==> src/rtl/gpr_wb_arbiter.sv <==
// GPR writeback arbiter: one register-file write port shared by alu and mem, plus pending-write scoreboard.
// Define GPR_WB_RR_EN for round-robin arbitration; otherwise mem has fixed priority over alu.
module gpr_wb_arbiter #(
    parameter int unsigned CNT_W = 2
) (
    input  logic        clk,
    input  logic        reset,
    input  logic        iss_valid,
    input  logic [4:0]  iss_rd,
    output logic        iss_ready,
    input  logic        alu_valid,
    input  logic [4:0]  alu_rd,
    input  logic [31:0] alu_data,
    output logic        alu_ready,
    input  logic        mem_valid,
    input  logic [4:0]  mem_rd,
    input  logic [31:0] mem_data,
    output logic        mem_ready,
    output logic        regWr,
    output logic [4:0]  Rw,
    output logic [31:0] busW,
    output logic [31:0] busy
);
    localparam int unsigned NREG = 32;
    localparam int unsigned RW   = 5;
    localparam int unsigned DW   = 32;
    localparam logic [CNT_W-1:0] CNT_MAX = {CNT_W{1'b1}};

    logic [CNT_W-1:0] cnt_q [1:NREG-1];
    logic [CNT_W-1:0] cnt_d [1:NREG-1];
    logic [CNT_W-1:0] cnt_c [0:NREG-1];
    logic             regwr_q;
    logic [RW-1:0]    rw_q;
    logic [DW-1:0]    busw_q;
    logic             fav_mem_c;
    logic             mem_gnt_c;
    logic             alu_gnt_c;
    logic             wb_xfer_c;
    logic [RW-1:0]    wb_rd_c;
    logic [DW-1:0]    wb_data_c;
    logic [NREG-1:0]  claim_vec_c;
    logic [NREG-1:0]  wb_vec_c;

`ifdef GPR_WB_RR_EN
    // Set when mem wins a tie: the requester that lost the last transfer.
    logic fav_mem_q;
    assign fav_mem_c = fav_mem_q;

    always_ff @(posedge clk or negedge reset) begin
        if (!reset) begin
            fav_mem_q <= 1'b1;
        end else if (wb_xfer_c) begin
            fav_mem_q <= alu_gnt_c;
        end
    end
`else
    assign fav_mem_c = 1'b1;
`endif

    always_comb begin
        mem_gnt_c = reset & mem_valid & (fav_mem_c | ~alu_valid);
        alu_gnt_c = reset & alu_valid & ~mem_gnt_c;
        wb_xfer_c = mem_gnt_c | alu_gnt_c;
        wb_rd_c   = mem_gnt_c ? mem_rd : alu_rd;
        wb_data_c = mem_gnt_c ? mem_data : alu_data;
    end

    assign mem_ready = mem_gnt_c;
    assign alu_ready = alu_gnt_c;

    always_comb begin
        cnt_c[0] = '0;
        for (int unsigned i = 1; i < NREG; i++) begin
            cnt_c[i] = cnt_q[i];
        end
    end

    assign iss_ready = reset & ((iss_rd == '0) | (cnt_c[iss_rd] != CNT_MAX));

    // A claim and a writeback on the same register cancel, even if the claim is stalled.
    always_comb begin
        claim_vec_c = (reset & iss_valid) ? (NREG'(1) << iss_rd) : '0;
        wb_vec_c    = wb_xfer_c ? (NREG'(1) << wb_rd_c) : '0;
        for (int unsigned i = 1; i < NREG; i++) begin
            cnt_d[i] = cnt_q[i];
            if (claim_vec_c[i] && wb_vec_c[i]) begin
                cnt_d[i] = cnt_q[i];
            end else if (claim_vec_c[i] && (cnt_q[i] != CNT_MAX)) begin
                cnt_d[i] = cnt_q[i] + CNT_W'(1);
            end else if (wb_vec_c[i] && (cnt_q[i] != '0)) begin
                cnt_d[i] = cnt_q[i] - CNT_W'(1);
            end
        end
    end

    always_comb begin
        busy = '0;
        for (int unsigned i = 1; i < NREG; i++) begin
            busy[i] = |cnt_q[i];
        end
    end

    always_ff @(posedge clk or negedge reset) begin
        if (!reset) begin
            for (int unsigned i = 1; i < NREG; i++) begin
                cnt_q[i] <= '0;
            end
            regwr_q <= 1'b0;
            rw_q    <= '0;
            busw_q  <= '0;
        end else begin
            cnt_q   <= cnt_d;
            regwr_q <= wb_xfer_c & (wb_rd_c != '0);
            if (wb_xfer_c) begin
                rw_q   <= wb_rd_c;
                busw_q <= wb_data_c;
            end
        end
    end

    assign regWr = regwr_q;
    assign Rw    = rw_q;
    assign busW  = busw_q;
endmodule

==> config.mk <==
export PLATFORM = sky130hd
export DESIGN_NAME = gpr_wb_arbiter
export DESIGN_NICKNAME = d
export VERILOG_FILES = /design/src/rtl/gpr_wb_arbiter.sv
export SDC_FILE = /design/constraint.sdc
export NUM_CORES = 1
export LEC_CHECK = 0
export CORE_UTILIZATION = 50
export DETAILED_ROUTE_END_ITERATION = 7
export PLACE_DENSITY = 0.81
export SETUP_SLACK_MARGIN = 0.1
export SKIP_CTS_REPAIR_TIMING = 1
export SYNTH_ARGS = -nofsm -noshare
export SYNTH_HDL_FRONTEND = slang
export SYNTH_SLANG_ARGS = --single-unit
export TNS_END_PERCENT = 1
==> constraint.sdc <==
create_clock -name clk -period 3.9 [get_ports clk]
set_input_delay 0.78 -clock clk [delete_from_list [all_inputs] [get_ports clk]]
set_output_delay 0.78 -clock clk [all_outputs]
set_load 0.03 [all_outputs]
# After elaboration in Yosys (flattened, before gate mapping)
# Index checks and enable logic that the tools add are counted.
[op_classes] n_addsub=62 mul=0 div=0 n_lt_le_gt_ge=1 eq_ne=32 shift=2 n_mux=69 bitwise=41 n_reduce_logical=219
[op_table] cell="2-bit two-way mux" count=64
[op_table] cell="2-bit nonzero test" count=62
[op_table] cell="32-bit two-way mux" count=3
[op_table] cell="1-bit logical AND" count=93
[op_table] cell="2-bit != test (second input constant)" count=32
[op_table] cell="1-bit by 5-bit << shifter with 32-bit output (first input constant)" count=2
[op_table] cell="2-bit by 1-bit adder with 2-bit output (second input constant)" count=31
[op_table] cell="2-bit AND reduction" count=31
[op_table] cell="2-bit OR reduction" count=31
[op_table] cell="2-bit by 1-bit subtractor with 2-bit output (second input constant)" count=31
[op_table] cell="1-bit inverter" count=32
[op_table] cell="2-bit binary-select mux with 5-bit select" count=1
[op_table] cell="1-bit AND" count=6
[op_table] cell="6-bit >= comparator (second input constant)" count=1
[op_table] cell="5-bit inverter with 6-bit output" count=1
[op_table] cell="5-bit zero test" count=1
[op_table] cell="5-bit two-way mux" count=1
[op_table] cell="5-bit nonzero test" count=1
[op_table] cell="1-bit OR" count=2
[totals] reg_bits=100 latch_bits=0 mem_bits_rw=0 romBits=0 out_inout_bits=73 mem_count=0

# Longest topological paths before layout
# Gate-level depths: netlist of run 1.
[depth] word_depth=8 mapped_depth=10 mapped_depth_nobuf=6

# Worst setup path after synthesis of run 1
# No wires, ideal clock.
[synth_path] kind="input port to output port" start="in iss_rd[0]" end="out iss_ready" t_arrival_ps=2165 path_slack_ps=955 path_stages=6 path_buffers=1 cell_sequence="buf_2 > mux2_2 > a221oi_1 > nor3_1 > o211ai_1 > o2111a_1"
[synth_via] elab_chain_len=7 word_cells_on_any_way=8 cone_classes="1 x eq/ne; 3 x mux; 3 x bitwise; 1 x reduce/logical"
[synth_rtl] element="start, declared" line="9" source="input logic [4:0] iss_rd,"
[synth_rtl] element="5-bit inverter with 6-bit output (implied by the code)" line="78" source="assign iss_ready = reset & ((iss_rd == '0) | (cnt_c[iss_rd] != CNT_MAX));"
[synth_rtl] element="2-bit binary-select mux with 5-bit select" line="78"
[synth_rtl] element="2-bit two-way mux (implied by the code) (2 in series)" line="78"
[synth_rtl] element="2-bit != test" line="78"
[synth_rtl] element="1-bit OR (*)" line="78"
[synth_rtl] element="1-bit AND (*)" line="78"
[synth_rtl] element="end, declared" line="10" source="output logic iss_ready,"
# Every way passes the cells marked *; elsewhere a longest branch is shown, timed or not. The select of a mux whose other input is x is not followed.

# Worst setup path in the final report of run 1
[layout_path] start="in iss_rd[1]" end="out iss_ready"
# Same word-level chain as after synthesis.

==> results of run 1 <==
==> power groups by stage <==
stage	clock (mW)	combinational (mW)	sequential, mW
3_5_place_dp	0	1.12	1.32
5_1_grt	0.974	1.20	1.33
4_1_cts	0.935	1.12	1.30
2_1_floorplan	0	0.555	1.39
6_report	0.923	1.13	1.31
3_3_place_gp	0	1.09	1.31
==> routing by layer <==
layer,track usage,wire length [um]
met1,0.371,7780
met2,0.516,9930
met3,0.0753,1490
met4,0.133,658
met5,0,0
==> synth_stat cells (6+ instances only) <==
library cell / number / share of area
a211oi_1: 10 / 0.012
a21oi_1: 27 / 0.021
a221oi_1: 6 / 0.0081
a311oi_1: 22 / 0.030
a31oi_1: 34 / 0.033
and2_1: 9 / 0.0087
and3_1: 10 / 0.0096
and4_1: 17 / 0.023
buf_2: 26 / 0.020
buf_4: 6 / 0.0069
buf_6: 6 / 0.010
clkbuf_1: 17 / 0.0098
dfrtp_1: 100 / 0.39
inv_1: 21 / 0.012
mux2i_1: 35 / 0.054
nand2_1: 54 / 0.031
nand2b_1: 9 / 0.0087
nand3_1: 40 / 0.031
nand4_1: 19 / 0.018
nor2_1: 44 / 0.025
nor2b_1: 29 / 0.028
nor3_1: 11 / 0.0085
nor4_1: 6 / 0.0058
o2111ai_1: 6 / 0.0081
o211ai_1: 6 / 0.0069
o21a_1: 9 / 0.010
o21ai_0: 45 / 0.035
o21ai_1: 6 / 0.0046
o22a_1: 15 / 0.020
o31a_1: 8 / 0.011
o31ai_1: 6 / 0.0069
or2_2: 27 / 0.026
==> through the flow <==
| stage | util | hold WS (ns) | setup WS [ns] | std cells |
|---|---|---|---|---|
| 2_1_floorplan | - | 0.472 | 0.955 | 736 |
| 3_3_place_gp | 0.645 | 0.464 | 0.311 | 1033 |
| 3_5_place_dp | 0.645 | 0.470 | 0.245 | 1033 |
| 4_1_cts | 0.669 | 0.375 | 0.232 | 1049 |
| 5_1_grt | 0.669 | 0.389 | 0.322 | 1049 |
| 6_report | 0.669 | 0.378 | 0.418 | 1049 |
==> cell families after synthesis <==
| family | synth area share |
|---|---|
| simple gates | 0.238 |
| compound gates | 0.250 |
| flops | 0.386 |
| buf+inv | 0.0600 |
| mux | 0.0662 |
| other cells | 0.000578 |
==> registers in the layout, summed over array words and instances (netlist names) <==
register  count
cnt_c        62
busW         32
Rw            5
regWr         1
==> how the worst max path moves through the flow <==
| stage | to | slack, ns | depth (start not counted) | startpoint |
|---|---|---|---|---|
| floorplan | iss_ready | 0.95 | 6 | iss_rd[0] |
| CTS | iss_ready | 0.23 | 8 | iss_rd[0] |
| global route | iss_ready | 0.32 | 8 | iss_rd[1] |
| global placement | iss_ready | 0.31 | 8 | iss_rd[0] |
| detailed placement | iss_ready | 0.24 | 8 | iss_rd[0] |
| finish | iss_ready | 0.42 | 7 | iss_rd[1] |
==> layout make-up <==
cell class                 instances  area, um2  area share
clock buffer                      15        268      0.0317
inverter                          22       82.6     0.00979
timing repair buffer             180       1730       0.205
multi-input combinational        559       3610       0.427
tap                              172        215      0.0255
sequential                       100       2500       0.297
clock inverter                     1       30.0     0.00356
==> metrics.txt, run 1 <==
Post-Syn Area 6490 um2; sw frac 0.346; critical-path cell list clkdlybuf4s50_1 > mux4_2 > nor2b_1 > nor3_1 > o211ai_1 > o2111a_1 > buf_4; final setup fails 0; die area 13400 um2; Die H 116 um; Cells after Synth 736; ANT cells 0; H-tree levels 3; Async S/R FF share, synth 1.00; static leakage 3.69 nW; vias in the first global route 6454; maximum clock rate 287 MHz; terminus of the critical flop-to-flop path cnt_c[8]; status complete, no violations; Clock Power Share 0.275; maximum vdd ir drop 324 uV; antenna violations before repair 0; Via Count 6648; worst r2r src cnt_c[9]; Slowest Stage Delay on Critical Path 0.58 ns; WL/cell 18.9 um; Seq pwr share 0.390; Die X-Extent 116 um; Top-Level Pins 157; Num Clock Sinks 100; Slew HR 0.259; Pre-antenna DRT Iters 6; highest-delay cell along the critical path clkdlybuf4s50_1; GP Congestion 0.925; Initial Util 0.514; post-route clock skew 0.00438 ns; final WL 19900 um; grt ovf 0; Clock Tree Buf Depth 2; Hold WC Path Type primary input to asynchronous set/reset pin; drt initial violations 649; nets@finish 956; share of cells above drive strength 1 0.101; Finished Cell Area 8440 um2; final hold vios 0; CP Buf/Inv Count 2; first-pass GRT wire length 31700 um; Post-synth EDFFs 0; post-DR vias/cell 6.34; switching power 1.16 mW; Synth Flop Type dfrtp_1; critical path launch point type primary input; crit path DAT 2.70 ns; CTS tree built; Int Power 2.20 mW; critical path fanouts, max 3; Final Power 3.36 mW; largest net degree at the start of global routing 73; PortBufs 155; critical path class primary input to output pin; Max Cap Violations 0; Tcrit/Tclk final 0.893; core area 12600 um2; fill count 1021; GRT Total Usage 0.306; Final Max Tran Viols 0; DRC errors left 0; Reg clk slew, reported paths 0.07 ns; most frequent cells in the layout clkdlybuf4s50_1, dfrtp_1, nand2_1, nor2_1, o21ai_0; area growth from synthesis to final layout 30.1%; Mapped Nets 820; Clk Tree Root Cell clkbuf_16; Crit path max-delay family buffers and inverters; Seq/Total Area, Yosys 0.386; Worst Reg2Reg Path Length in Cells 4; combinational share of power 0.335; Syn Area/Cell 8.81 um2; Worst-Margin Slew 1.10 ns; critical path required time 3.12 ns; placed inst area 8140 um2; leading cell type in the layout, fill and taps excluded clkdlybuf4s50_1; Critical Path End Type output pin; hpwl dp 14400 um; Yosys reg bits 100; Rows 41; Routed Antenna Nets 0; clock latency on the worst-skew pair 0.36 ns; RSZ-0062 raised after global routing false; post-layout minimum cycle time 3.48 ns; internal reg-to-reg setup slack 2.66 ns; Num CTS Buffers 9; Setup Total Neg Slack 0 ns; Pwr Density 398 nW/um2; synth unique cells 58; Synth warnings 0
(Power assumes the default switching activity.)
==> run 2: changes to the inputs <==
--- a/config.mk
+++ b/config.mk
@@ -5,9 +5,9 @@
 export SDC_FILE = /design/constraint.sdc
 export NUM_CORES = 1
 export LEC_CHECK = 0
-export CORE_UTILIZATION = 50
+export CORE_UTILIZATION = 35
 export DETAILED_ROUTE_END_ITERATION = 7
-export PLACE_DENSITY = 0.81
+export PLACE_DENSITY = 0.6
 export SETUP_SLACK_MARGIN = 0.1
 export SKIP_CTS_REPAIR_TIMING = 1
 export SYNTH_ARGS = -nofsm -noshare
==> metrics.txt, run 2 (synthesized netlist as in run 1, its figures left out) <==
drt initial violations 456 (-30%); highest-delay cell along the critical path clkdlybuf4s50_1; status complete, but fails checks; DRC errors left 14 (+14); clock latency on the worst-skew pair 0.36 ns (about the same); Die H 138 um (+19%); Reg clk slew, reported paths 0.07 ns (about the same); crit path DAT 2.82 ns (+0.12 ns); WL met3 975 um (-34%); most frequent cells in the layout clkdlybuf4s50_1, dfrtp_1, nand2_1, nor2_1, o21ai_0; Rows 49 (+20%); placed cells 1092 (+5.7%); maximum vdd ir drop 233 uV (-28%); critical path class primary input to output pin; PortBufs 155 (unchanged); ANT cells 0 (unchanged); Worst-Margin Slew 1.11 ns (+0.00653 ns); static leakage 3.72 nW (+0.90%); hpwl dp 14400 um (+0.40%); final WL 19500 um (-1.6%); Num Clock Sinks 100 (unchanged); WL/cell 17.7 um (-6.8%); leading cell type in the layout, fill and taps excluded clkdlybuf4s50_1; Via Count 6174 (-7.1%); Setup Total Neg Slack 0 ns (unchanged); first-pass GRT wire length 32000 um (+0.74%); Int Power 2.35 mW (+7.1%); critical-path cell list clkdlybuf4s50_1 > mux4_2 > nor2b_1 > nor3_1 > o211ai_1 > o2111a_1 > buf_4; Routed Antenna Nets 0 (unchanged); max reg flops 62 (unchanged); Max Cap Violations 0 (unchanged); failing checks design-rule violations; maximum clock rate 278 MHz (-3.3%); antenna violations before repair 0 (unchanged); Slowest Stage Delay on Critical Path 0.71 ns (+0.13 ns); nets@finish 958 (+0.21%); Critical Path End Type output pin; area growth from synthesis to final layout 32.4%; vias in the first global route 5856 (-9.3%); grt ovf 0 (unchanged); post-DR vias/cell 5.58 (-12%); Top Metal Used met4; H-tree levels 3 (unchanged); post-route clock skew 0.00618 ns (+0.00179 ns); Final Max Tran Viols 0 (unchanged); met2 WL 9420 um (-5.2%); Clock Tree Buf Depth 2 (unchanged); die area 19100 um2 (+42%); DRT met1 WL 8730 um (+12%); combinational share of power 0.318 (-0.017); Clock Power Share 0.311 (+0.036); RSZ-0062 raised after global routing false; Slew HR 0.255 (-0.00438); critical path required time 3.12 ns (about the same); Hold WC Path Type primary input to asynchronous set/reset pin; critical path launch point type primary input; Die X-Extent 138 um (+19%); final hold vios 0 (unchanged); share of cells above drive strength 1 0.106 (+0.00444); GRT Total Usage 0.214 (-0.0914); Num CTS Buffers 9 (unchanged); post-layout minimum cycle time 3.60 ns (+0.118 ns); non-filler cells, final 1107 (+5.5%); critical path fanouts, max 10 (+7); Clk Tree Root Cell clkbuf_16; switching power 1.17 mW (+0.61%); Top-Level Pins 157 (unchanged); Pre-antenna DRT Iters 7 (+1); Tcrit/Tclk final 0.923 (+0.0303); largest net degree at the start of global routing 48 (-34%); CTS tree built; Seq pwr share 0.370 (-0.020); Pwr Density 410 nW/um2 (+3.0%); core area 18100 um2 (+43%); Initial Util 0.359 (-0.155); sw frac 0.332 (-0.0141); GP Congestion 0.893 (-3.4%); final setup fails 0 (unchanged)
run 2: cell types whose count changed in the layout (fill, tap and decap cells not counted):
| cell | delta |
|---|---|
| bufinv_16 | +3 |
| clkbuf_1 | -3 |
| clkbuf_8 | -2 |
| buf_12 | +1 |
| buf_4 | +1 |
| clkdlybuf4s50_1 | +1 |
| clkinv_2 | +1 |
| dlymetal6s2s_1 | -1 |
run 2: worst max-delay path, delay by kind of cell:
family	cells	cell delay (ns)
buffers and inverters	2	0.88
AO/OA/AOI/OAI	2	0.42
multiplexers	1	0.56
AND/OR/NAND/NOR	2	0.18
run 2: layout make-up:
| cell class | instances | area (um2) |
|---|---|---|
| Clock buffer | 10 | 229 |
| Clock inverter | 5 | 125 |
| Fill cell | 1712 | 9490 |
| Inverter | 22 | 82.6 |
| Multi-Input combinational cell | 559 | 3610 |
| Sequential cell | 100 | 2500 |
| Tap cell | 229 | 287 |
| Timing Repair Buffer | 182 | 1760 |
run 2: power by group through the flow:
stage / Sequential [mW] / Combinational (mW) / Clock, mW
floorplan: 1.39 / 0.555 / 0
global placement: 1.32 / 1.12 / 0
detailed placement: 1.32 / 1.13 / 0
CTS: 1.30 / 1.13 / 1.12
global route: 1.33 / 1.20 / 1.16
finish: 1.30 / 1.12 / 1.10
run 2: layer usage:
layer | global-route usage | vias to the layer above
met2 | 0.350 | 192
li1 | - | 3055
met5 | 0 | -
met1 | 0.287 | 2902
met4 | 0.0828 | 0
met3 | 0.0301 | 25
run 2: through the flow:
stage / power, mW / util / hold slack (ns) / area [um2] / setup WS (ns)
after floorplan: 1.94 / - / 0.472 / 6490 / 0.955
after global placement: 2.44 / 0.455 / 0.462 / 8240 / 0.340
after detailed placement: 2.45 / 0.455 / 0.469 / 8240 / 0.300
after CTS: 3.56 / 0.475 / 0.334 / 8590 / 0.286
after global routing: 3.69 / 0.475 / 0.339 / 8590 / 0.167
final: 3.52 / 0.475 / 0.335 / 8590 / 0.300
run 2: path summary, 6_finish.rpt:
kind,to,from,cells past startpoint,slack (ns)
max in group asynchronous,busW[3],reset,3,2.65
max,iss_ready,iss_rd[1],7,0.30
min,cnt_c[16],reset,1,0.33
min reg2reg,busW[10],busW[10],2,0.48
min in group clk,busW[10],busW[10],2,0.48
max reg2reg,cnt_c[8],cnt_c[9],4,2.68
